===== src/rtl/mc_ctrl_pkg.sv =====
// Shared definitions for the multi-cycle control sequencer: state encoding,
// instruction classes, datapath mux selects and the ISA opcode/func values.
package mc_ctrl_pkg;

  typedef enum logic [2:0] {
    ST_IF    = 3'd0,
    ST_ID    = 3'd1,
    ST_EX    = 3'd2,
    ST_MEM   = 3'd3,
    ST_WB    = 3'd4,
    ST_HALT  = 3'd5,
    ST_FAULT = 3'd6
  } state_e;

  typedef enum logic [3:0] {
    OC_ALU_R, OC_ALU_I, OC_LOAD, OC_STORE, OC_BRANCH, OC_JMP,
    OC_JAL, OC_JPR, OC_JRL, OC_WWD, OC_HLT, OC_ILLEGAL
  } opclass_e;

  localparam logic [1:0] SRCB_RS  = 2'b00;
  localparam logic [1:0] SRCB_ONE = 2'b01;
  localparam logic [1:0] SRCB_IMM = 2'b10;

  localparam logic [1:0] PC_ALU_RESULT = 2'b00;
  localparam logic [1:0] PC_ALU_OUT    = 2'b01;
  localparam logic [1:0] PC_TARGET     = 2'b10;
  localparam logic [1:0] PC_RS         = 2'b11;

  localparam logic [3:0] OP_BNE   = 4'd0;
  localparam logic [3:0] OP_BEQ   = 4'd1;
  localparam logic [3:0] OP_BGZ   = 4'd2;
  localparam logic [3:0] OP_BLZ   = 4'd3;
  localparam logic [3:0] OP_ADI   = 4'd4;
  localparam logic [3:0] OP_ORI   = 4'd5;
  localparam logic [3:0] OP_LHI   = 4'd6;
  localparam logic [3:0] OP_LWD   = 4'd7;
  localparam logic [3:0] OP_SWD   = 4'd8;
  localparam logic [3:0] OP_JMP   = 4'd9;
  localparam logic [3:0] OP_JAL   = 4'd10;
  localparam logic [3:0] OP_RTYPE = 4'd15;

  // R-type func: 0..7 are the ALU operations (ADD..SHR)
  localparam logic [5:0] FN_SHR = 6'd7;
  localparam logic [5:0] FN_JPR = 6'd25;
  localparam logic [5:0] FN_JRL = 6'd26;
  localparam logic [5:0] FN_WWD = 6'd28;
  localparam logic [5:0] FN_HLT = 6'd29;

  typedef struct packed {
    logic       mem_req;
    logic       mem_we;
    logic       i_or_d;
    logic       ir_write;
    logic       pc_write;
    logic       reg_write;
    logic       save_alu_out;
    logic       mem_to_reg;
    logic       wwd;
    logic       alu_src_a;
    logic [1:0] alu_src_b;
    logic [1:0] pc_src;
    logic       halted;
    logic       fault;
  } ctrl_t;

endpackage


===== src/rtl/mc_sequencer_if.sv =====
// Sequencer <-> datapath/memory bundle. Memory handshake: mem_req stays high
// while an access is pending; mem_ack is a one-cycle pulse completing it in
// the cycle it is seen, and is ignored unless the sequencer is in IF or MEM.
interface mc_sequencer_if #(parameter int CNT_W = 16);
  logic [3:0]       opcode;
  logic [5:0]       func;
  logic             bcond;
  logic             mem_ack;
  logic             mem_req;
  logic             mem_we;
  logic             i_or_d;
  logic             ir_write;
  logic             pc_write;
  logic             reg_write;
  logic             save_alu_out;
  logic             mem_to_reg;
  logic             wwd;
  logic             alu_src_a;
  logic [1:0]       alu_src_b;
  logic [1:0]       pc_src;
  logic [CNT_W-1:0] num_inst;
  logic [2:0]       state;
  logic             halted;
  logic             fault;

  modport master (
    input  opcode, func, bcond, mem_ack,
    output mem_req, mem_we, i_or_d, ir_write, pc_write, reg_write,
           save_alu_out, mem_to_reg, wwd, alu_src_a, alu_src_b, pc_src,
           num_inst, state, halted, fault
  );

  modport slave (
    output opcode, func, bcond, mem_ack,
    input  mem_req, mem_we, i_or_d, ir_write, pc_write, reg_write,
           save_alu_out, mem_to_reg, wwd, alu_src_a, alu_src_b, pc_src,
           num_inst, state, halted, fault
  );
endinterface


===== src/rtl/mc_opclass_decode.sv =====
// Combinational instruction classifier: opcode/func fields of IR -> opclass.
module mc_opclass_decode
  import mc_ctrl_pkg::*;
(
  input  logic [3:0] opcode,
  input  logic [5:0] func,
  output opclass_e   opclass
);

  always_comb begin
    opclass = OC_ILLEGAL;
    case (opcode)
      OP_BNE, OP_BEQ, OP_BGZ, OP_BLZ: opclass = OC_BRANCH;
      OP_ADI, OP_ORI, OP_LHI:         opclass = OC_ALU_I;
      OP_LWD:                         opclass = OC_LOAD;
      OP_SWD:                         opclass = OC_STORE;
      OP_JMP:                         opclass = OC_JMP;
      OP_JAL:                         opclass = OC_JAL;
      OP_RTYPE: begin
        if (func <= FN_SHR) opclass = OC_ALU_R;
        else begin
          case (func)
            FN_JPR:  opclass = OC_JPR;
            FN_JRL:  opclass = OC_JRL;
            FN_WWD:  opclass = OC_WWD;
            FN_HLT:  opclass = OC_HLT;
            default: opclass = OC_ILLEGAL;
          endcase
        end
      end
      default: opclass = OC_ILLEGAL;
    endcase
  end

endmodule


===== src/rtl/mc_sequencer.sv =====
// Multi-cycle control FSM (IF/ID/EX/MEM/WB) with memory-wait timeout,
// retired-instruction counter and absorbing HALT/FAULT states.
module mc_sequencer
  import mc_ctrl_pkg::*;
#(
  parameter int WORD_SIZE = 16,
  parameter int CNT_W     = WORD_SIZE,
  parameter int TIMEOUT   = 15
) (
  input  logic          clk,
  input  logic          reset_n,
  mc_sequencer_if.master bus
);

  localparam int WAIT_W = $clog2(TIMEOUT + 2);

  state_e            state_q, state_d;
  opclass_e          opclass;
  ctrl_t             ctl, ctl_out;
  logic              retire;
  logic              waiting;
  logic              timeout_hit;
  logic [WAIT_W-1:0] wait_q;
  logic [CNT_W-1:0]  num_q;

  mc_opclass_decode u_decode (
    .opcode  (bus.opcode),
    .func    (bus.func),
    .opclass (opclass)
  );

  assign waiting = (state_q == ST_IF) || (state_q == ST_MEM);
  // An ack in the last allowed cycle beats the timeout.
  assign timeout_hit = (TIMEOUT > 0) && waiting && !bus.mem_ack &&
                       (wait_q == WAIT_W'(TIMEOUT - 1));

  always_comb begin
    state_d = state_q;
    retire  = 1'b0;
    ctl     = '0;
    case (state_q)
      ST_IF: begin
        ctl.mem_req   = 1'b1;
        ctl.alu_src_b = SRCB_ONE;
        if (bus.mem_ack) begin
          ctl.ir_write = 1'b1;
          ctl.pc_write = 1'b1;
          ctl.pc_src   = PC_ALU_RESULT;
          state_d      = ST_ID;
        end else if (timeout_hit) begin
          state_d = ST_FAULT;
        end
      end
      ST_ID: begin
        case (opclass)
          OC_HLT:     state_d = ST_HALT;
          OC_ILLEGAL: state_d = ST_FAULT;
          OC_WWD: begin
            ctl.wwd = 1'b1;
            retire  = 1'b1;
            state_d = ST_IF;
          end
          OC_JMP, OC_JAL, OC_JPR, OC_JRL: begin
            ctl.pc_write   = 1'b1;
            ctl.pc_src     = (opclass == OC_JMP || opclass == OC_JAL) ? PC_TARGET : PC_RS;
            ctl.reg_write  = (opclass == OC_JAL || opclass == OC_JRL);
            ctl.mem_to_reg = (opclass == OC_JAL || opclass == OC_JRL);
            retire         = 1'b1;
            state_d        = ST_IF;
          end
          default: state_d = ST_EX;
        endcase
      end
      ST_EX: begin
        ctl.alu_src_a    = 1'b1;
        ctl.alu_src_b    = (opclass == OC_ALU_R || opclass == OC_BRANCH) ? SRCB_RS : SRCB_IMM;
        ctl.save_alu_out = 1'b1;
        if (opclass == OC_BRANCH) begin
          ctl.pc_write = bus.bcond;
          ctl.pc_src   = PC_ALU_OUT;
          retire       = 1'b1;
          state_d      = ST_IF;
        end else if (opclass == OC_LOAD || opclass == OC_STORE) begin
          state_d = ST_MEM;
        end else begin
          state_d = ST_WB;
        end
      end
      ST_MEM: begin
        ctl.mem_req = 1'b1;
        ctl.i_or_d  = 1'b1;
        ctl.mem_we  = (opclass == OC_STORE);
        if (bus.mem_ack) begin
          retire  = (opclass == OC_STORE);
          state_d = (opclass == OC_STORE) ? ST_IF : ST_WB;
        end else if (timeout_hit) begin
          state_d = ST_FAULT;
        end
      end
      ST_WB: begin
        ctl.reg_write  = 1'b1;
        ctl.mem_to_reg = (opclass == OC_LOAD);
        retire         = 1'b1;
        state_d        = ST_IF;
      end
      ST_HALT:  ctl.halted = 1'b1;
      ST_FAULT: ctl.fault  = 1'b1;
      default:  state_d = ST_FAULT;
    endcase
  end

  always_ff @(posedge clk) begin
    if (reset_n) begin
      state_q <= ST_IF;
      num_q   <= '0;
      wait_q  <= '0;
    end else begin
      state_q <= state_d;
      if (retire) num_q <= num_q + CNT_W'(1);
      if (state_d != state_q) wait_q <= '0;
      else if (waiting && !bus.mem_ack) wait_q <= wait_q + WAIT_W'(1);
    end
  end

  assign ctl_out = reset_n ? '0 : ctl;

  assign bus.mem_req      = ctl_out.mem_req;
  assign bus.mem_we       = ctl_out.mem_we;
  assign bus.i_or_d       = ctl_out.i_or_d;
  assign bus.ir_write     = ctl_out.ir_write;
  assign bus.pc_write     = ctl_out.pc_write;
  assign bus.reg_write    = ctl_out.reg_write;
  assign bus.save_alu_out = ctl_out.save_alu_out;
  assign bus.mem_to_reg   = ctl_out.mem_to_reg;
  assign bus.wwd          = ctl_out.wwd;
  assign bus.alu_src_a    = ctl_out.alu_src_a;
  assign bus.alu_src_b    = ctl_out.alu_src_b;
  assign bus.pc_src       = ctl_out.pc_src;
  assign bus.halted       = ctl_out.halted;
  assign bus.fault        = ctl_out.fault;
  assign bus.num_inst     = reset_n ? '0 : num_q;
  assign bus.state        = reset_n ? ST_IF : state_q;

endmodule


===== src/flat_wrapper.sv =====
// flat-port wrapper written by rule: the top's interface ports become plain ports
module mc_sequencer_flat import mc_ctrl_pkg::*;
#(
  parameter int WORD_SIZE = 16,
  parameter int CNT_W     = WORD_SIZE,
  parameter int TIMEOUT   = 15
)
  (clk, reset_n, bus_opcode, bus_func, bus_bcond, bus_mem_ack, bus_mem_req, bus_mem_we, bus_i_or_d, bus_ir_write, bus_pc_write, bus_reg_write, bus_save_alu_out, bus_mem_to_reg, bus_wwd, bus_alu_src_a, bus_alu_src_b, bus_pc_src, bus_num_inst, bus_state, bus_halted, bus_fault);
  mc_sequencer_if #(.CNT_W(CNT_W)) bus_i ();
  input  logic clk;
  input  logic reset_n;
  input wire logic [$bits(bus_i.opcode)-1:0] bus_opcode;
  input wire logic [$bits(bus_i.func)-1:0] bus_func;
  input wire logic [$bits(bus_i.bcond)-1:0] bus_bcond;
  input wire logic [$bits(bus_i.mem_ack)-1:0] bus_mem_ack;
  output wire logic [$bits(bus_i.mem_req)-1:0] bus_mem_req;
  output wire logic [$bits(bus_i.mem_we)-1:0] bus_mem_we;
  output wire logic [$bits(bus_i.i_or_d)-1:0] bus_i_or_d;
  output wire logic [$bits(bus_i.ir_write)-1:0] bus_ir_write;
  output wire logic [$bits(bus_i.pc_write)-1:0] bus_pc_write;
  output wire logic [$bits(bus_i.reg_write)-1:0] bus_reg_write;
  output wire logic [$bits(bus_i.save_alu_out)-1:0] bus_save_alu_out;
  output wire logic [$bits(bus_i.mem_to_reg)-1:0] bus_mem_to_reg;
  output wire logic [$bits(bus_i.wwd)-1:0] bus_wwd;
  output wire logic [$bits(bus_i.alu_src_a)-1:0] bus_alu_src_a;
  output wire logic [$bits(bus_i.alu_src_b)-1:0] bus_alu_src_b;
  output wire logic [$bits(bus_i.pc_src)-1:0] bus_pc_src;
  output wire logic [$bits(bus_i.num_inst)-1:0] bus_num_inst;
  output wire logic [$bits(bus_i.state)-1:0] bus_state;
  output wire logic [$bits(bus_i.halted)-1:0] bus_halted;
  output wire logic [$bits(bus_i.fault)-1:0] bus_fault;
  assign bus_i.opcode = bus_opcode;
  assign bus_i.func = bus_func;
  assign bus_i.bcond = bus_bcond;
  assign bus_i.mem_ack = bus_mem_ack;
  assign bus_mem_req = bus_i.mem_req;
  assign bus_mem_we = bus_i.mem_we;
  assign bus_i_or_d = bus_i.i_or_d;
  assign bus_ir_write = bus_i.ir_write;
  assign bus_pc_write = bus_i.pc_write;
  assign bus_reg_write = bus_i.reg_write;
  assign bus_save_alu_out = bus_i.save_alu_out;
  assign bus_mem_to_reg = bus_i.mem_to_reg;
  assign bus_wwd = bus_i.wwd;
  assign bus_alu_src_a = bus_i.alu_src_a;
  assign bus_alu_src_b = bus_i.alu_src_b;
  assign bus_pc_src = bus_i.pc_src;
  assign bus_num_inst = bus_i.num_inst;
  assign bus_state = bus_i.state;
  assign bus_halted = bus_i.halted;
  assign bus_fault = bus_i.fault;
  mc_sequencer #(.WORD_SIZE(WORD_SIZE), .CNT_W(CNT_W), .TIMEOUT(TIMEOUT)) u_core (.clk(clk), .reset_n(reset_n), .bus(bus_i));
endmodule

===== config.mk =====
export PLATFORM = sky130hd
export DESIGN_NAME = mc_sequencer_flat
export DESIGN_NICKNAME = d
export VERILOG_FILES = /design/src/rtl/mc_ctrl_pkg.sv /design/src/rtl/mc_sequencer_if.sv /design/src/rtl/mc_opclass_decode.sv /design/src/rtl/mc_sequencer.sv /design/src/flat_wrapper.sv
export SDC_FILE = /design/constraint.sdc
export NUM_CORES = 1
export LEC_CHECK = 0
export ABC_AREA = 1
export CAP_MARGIN = 20
export CORE_MARGIN = 4
export CORE_UTILIZATION = 54
export CTS_BUF_LIST = sky130_fd_sc_hd__clkbuf_16
export DETAILED_ROUTE_END_ITERATION = 7
export PLACE_DENSITY = 0.95
export SLEW_MARGIN = 0
export SYNTH_ARGS = -nofsm -noshare
export SYNTH_HDL_FRONTEND = slang
export SYNTH_SLANG_ARGS = --single-unit

===== constraint.sdc =====
create_clock -name clk -period 4.4 [get_ports clk]
set_input_delay 0.66 -clock clk [delete_from_list [all_inputs] [get_ports clk]]
set_output_delay 0.66 -clock clk [all_outputs]
set_load 0.02 [all_outputs]

Word-level counts from Yosys, hierarchy flattened
Cells that the tools add are included.

word-level totals
  logic and storage cells = 96
  input bits = 14
  flip-flop bits (word level) = 24
  output and inout port bits = 35

cells by class
  order comparisons = 1
  reduce and logical (&&, ||, !) cells = 18
  equality and inequality tests = 33
  add/sub/neg operators = 2
  muxes and demuxes = 39

operators by type and width
  kind                                                                               count
  4-bit by 3-bit equality test with 1-bit output (second input constant)             8
  4-bit equality test (second input constant)                                        8
  16-bit two-way mux                                                                 2
  4-bit case mux with 7 select lines                                                 1
  6-bit by 5-bit equality test with 1-bit output (second input constant)             4
  3-bit two-way mux                                                                  7
  3-bit case mux with 6 select lines                                                 1
  16-bit by 1-bit adder with 16-bit output (second input constant)                   1
  4-bit by 2-bit equality test with 1-bit output (second input constant)             4
  4-bit case mux with 4 select lines                                                 1
  1-bit two-way mux                                                                  14
  2-bit two-way mux                                                                  5
  3-bit equality test (second input constant)                                        3
  3-bit case mux with 3 select lines                                                 1
  4-bit zero test                                                                    2
  2-bit case mux with 2 select lines                                                 2
  4-bit OR reduction                                                                 2
  3-bit by 2-bit equality test with 1-bit output (second input constant)             2
  6-bit by 3-bit less-or-equal comparator with 1-bit output (second input constant)  1
  2-bit OR reduction                                                                 3
  5-bit by 1-bit adder with 5-bit output (second input constant)                     1
  5-bit by 4-bit equality test with 1-bit output (second input constant)             1
  1-bit logical OR                                                                   5
  5-bit OR reduction                                                                 1
  11 further kinds                                                                   13

Longest topological paths before layout
  depth after elaboration = 11
  gate-level depth with buffers = 15
  mapped depth without buffers = 15

By module
From an unflattened synthesis, not the netlist that was laid out.

second synthesis, totals
  cell total of the unflattened synthesis = 343
  area, all modules = 2,054.5 µm²

by module, submodules not included
  module             cells each  area an instance (µm²)  sequential area each (µm²)  times used
  mc_sequencer       298         1,848.0                 480.5                       1
  mc_opclass_decode  45          206.4                   0.0                         1

Least setup slack after synthesis
Ideal clock, no wire load.

  kind = input -> output
  from = input port bus_opcode[2]
  to = output port bus_mem_to_reg
  cell stages on the path = 12
  path slack = 1.289 ns
  buffers on the path = 0
  arrival time = 2.451 ns
  required time = 3.740 ns
  cell sequence = inv_1 -> nor2_1 -> nand2_1 -> o21ai_0 -> a21oi_1 -> nand2_1 -> nor2_1 -> nand2_1 -> nand2_1 -> nand2_1 -> a21oi_2 -> a21boi_0

on the way
  cells in the longest elaborated chain, start to end = 8
  elaborated cells between the ends (all ways) = 25
  classes of those cells = eq/ne: 16; mux: 4; reduce/logical: 5

RTL lines
  item                                                                          line                     RTL
  from (decl)                                                                   flat_wrapper.sv:12       input wire logic [$bits(bus_i.opcode)-1:0] bus_opcode;
  4-bit by 1-bit equality test with 1-bit output, or another cell as far along  mc_opclass_decode.sv:12  case (opcode)
  4-bit OR reduction / 3-bit OR reduction (equally long branches)               mc_opclass_decode.sv:12
  4-bit case mux with 7 select lines *                                          mc_opclass_decode.sv:12
  4-bit by 3-bit equality test with 1-bit output, or another cell as far along  mc_sequencer.sv:55       case (opclass)
  4-bit OR reduction / 1-bit logical OR (equally long branches)                 -
  1-bit two-way mux                                                             mc_sequencer.sv:55
  1-bit case mux with 2 select lines *                                          mc_sequencer.sv:41       case (state_q)
  16-bit two-way mux *                                                          mc_sequencer.sv:125      assign ctl_out = reset_n ? '0 : ctl;
  to (decl)                                                                     flat_wrapper.sv:23       output wire logic [$bits(bus_i.mem_to_reg)-1:0] bus_mem_to_reg;

Every way passes the cells marked *; elsewhere a longest branch is shown, timed or not.

Final worst setup path
  from = input port bus_opcode[0]
  to = output port bus_mem_to_reg

Same word-level chain as after synthesis.

==> impl_metrics.py <==
metrics = {
    "status": {
        "outcome": "completed",
    },
    "die": {
        "core-area_um2": 3440,
        "io_pins": 49,
        "rows": 21,
        "start_util_pct": 57.8,
        "die_h_um": 68.7,
        "die_w_um": 68.7,
        "fp.dieArea_um2": 4720,
    },
    "timing": {
        "clock_skew_ns": 0.00391,
        "slew_violations": 0,
        "finalCritPeriodShare_pct": 90.6,
        "fin_tns_setup_ns": 0,
        "setup_ws_ns": 0.415,
        "setup_viol": 0,
        "fmax_mhz": 251,
        "min_period_ns": 3.99,
        "slew-limit-headroom_pct": 54.5,
        "hold_viol": 0,
        "rsz0062_at_grt": "no",
        "worst_pin_slew_ns": 0.677,
        "finalHoldWorstSlack_ns": 0.509,
    },
    "layout": {
        "diodes": 0,
        "synthToLayoutAreaGrowth_pct": 30.3,
        "fillers": 281,
        "stdcell_count": 427,
        "post_route_cells_drive_above_1_share_pct": 4.72,
        "layout.nets": 399,
        "final_common_cell": "nand2_1",
        "final_cell_mix": "70 x nand2_1, 56 x inv_1, 56 x nor2_1",
    },
    "global_route": {
        "antenna_found_initial": 0,
        "grt_start_max_net_pins": 40,
        "grt_pass1_vias": 2056,
        "grt_usage_pct": 24.1,
        "grt_first_pass_wirelength_mm": 8.91,
        "overflow": 0,
    },
    "clocking": {
        "cts-root-buf": "clkbuf_16",
        "clk_pin_slew_ns": 0.06,
        "numCtsBuffers": 3,
        "holdBufCountCts": 0,
        "cts_tree": "yes",
        "clkSinkCount": 24,
        "clock_latency_ns": 0.26,
        "htreeDepth": 1,
        "cts-resized-gates": 0,
        "cts_buffer_depth": 2,
        "post_cts_buffers": 0,
    },
    "drt": {
        "drtIter0Drc": 231,
        "dr.pass1.iters": 5,
        "post_drt_wl_per_cell_um": 12.7,
        "wl_mm": 5.41,
        "viasPerCell": 5.45,
        "vias": 2328,
        "drc": 0,
        "antenna_left": 0,
    },
    "critical_path": {
        "cp.required_ns": 3.74,
        "critPathCaptureType": "output port",
        "startpoint": "bus_opcode[0]",
        "setup.worst_path.start_class": "primary input",
        "critical_path_class": "primary input to output port",
        "path_max_fanout": 5,
        "worst_ep_arrival_time_ns": 3.33,
        "timing.rr.start": "u_core.state_q[2]",
    },
    "synthesis": {
        "syn_inst": 337,
        "syn-cell-area_um2": 1990,
        "synth_ff_type": "dfxtp_1",
        "synth-edff-count": 0,
        "async_flop_share_pct": 0,
        "syn_nets": 354,
        "synth.ff_latch_count": 24,
        "yosysWarningCount": 0,
        "synth_cell_types": 34,
        "syn-mean-instance-area_um2": 5.90,
        "yosysSeqAreaShare_pct": 24.2,
    },
    "pwr": {
        "power_density_nw_per_um2": 248,
        "vdd_drop_max_mv": 0.336,
        "p_leak_nw": 1.07,
    },
    "place": {
        "placed_cells": 423,
        "place_ws_ns": 0.463,
        "place_congestion": 0.928,
        "io_buffer_count": 48,
        "dpl.hpwl_mm": 3.88,
    },
    "flow_run": {
        "drv_cap": 0,
    },
    "hold_path": {
        "hold_path_class": "register to register",
        "hold_path.startpoint": "u_core.num_q[8]",
    },
}
[report_power, final]
part           switching, mW  total, mW  internal (mW)  leakage [nW]
clock network         0.0773      0.258          0.181        0.0511
registers            0.00803      0.232          0.224         0.194
logic                 0.0979      0.152         0.0546         0.828
total                  0.183      0.642          0.459          1.07
[worst paths after layout]
kind	cells after the start	slack, ns	to
max	14	0.41	bus_mem_to_reg
min	2	0.51	u_core.num_q[8]
max reg2reg	12	2.22	u_core.wait_q[2]
min reg2reg	2	0.51	u_core.num_q[8]
[per-layer routing]
metal  global-route usage, %  share of wire (%)
met1                    31.1                 44
met4                    7.06                1.2
met3                    4.54                7.2
met5                       0                  0
met2                    40.8                 48
[kinds of logic (layout without fill, tap and decap cells)]
family	count (synthesis)	count (layout)	synth area share, %
AND/OR/NAND/NOR	197	197	45.0
buffers and inverters	67	111	13.4
flip-flops	24	24	24.2
XOR/XNOR	13	13	5.72
AO/OA/AOI/OAI	33	33	9.81
adder cells (fa/ha/maj)	3	3	1.89
[synth_stat cells, types with 2 or more instances]
cell type / count / area (um^2)
o22ai_1: 2 / 12.5
nand2_2: 3 / 18.8
nor4_1: 5 / 31.3
nor3_1: 17 / 85.1
xnor2_1: 2 / 17.5
inv_1: 56 / 210
and3_1: 3 / 18.8
dfxtp_1: 24 / 480
a21oi_1: 18 / 90.1
nand2_1: 70 / 263
nand3_1: 22 / 110
nand4_1: 15 / 93.8
o21ai_0: 6 / 30.0
clkbuf_1: 5 / 18.8
nand3_2: 2 / 20.0
xor2_1: 11 / 96.3
ha_1: 3 / 37.5
nor2_1: 56 / 210
buf_4: 2 / 15.0
[critical path: stages]
cell and delay [ns]:
clkdlybuf4s50_1 0.49, nand2_2 0.13, inv_1 0.06, nand2_1 0.12, o21ai_0 0.11, a21oi_1 0.22, nand2_1 0.16, nor2_1 0.17
nand2_1 0.09, nand2_1 0.07, nand2_1 0.07, a21oi_2 0.17, a21boi_0 0.19, clkdlybuf4s50_1 0.63
[flip-flops by register name (all words and copies together) (netlist names)]
register        flops
u_core.state_q      3
u_core.wait_q       5
u_core.num_q       16
[through the flow]
step           total power [mW]  util [%]  area [um^2]
5_1_grt                   0.672      75.3         2590
2_1_floorplan             0.337         -         1990
4_1_cts                   0.642      75.3         2590
3_3_place_gp              0.380      72.2         2490
6_report                  0.642      75.3         2590
3_5_place_dp              0.384      72.2         2490
[area by class of cell]
cell class	count	area, um^2	share of cell area, %
inverters	58	218	8.40
repair buffers	49	488	18.8
multi-input cells	246	1240	47.9
clock inverters	1	30.0	1.16
clock buffers	3	75.1	2.90
well taps	46	57.6	2.22
flip-flops and latches	24	480	18.5
(Power assumes the default switching activity.)
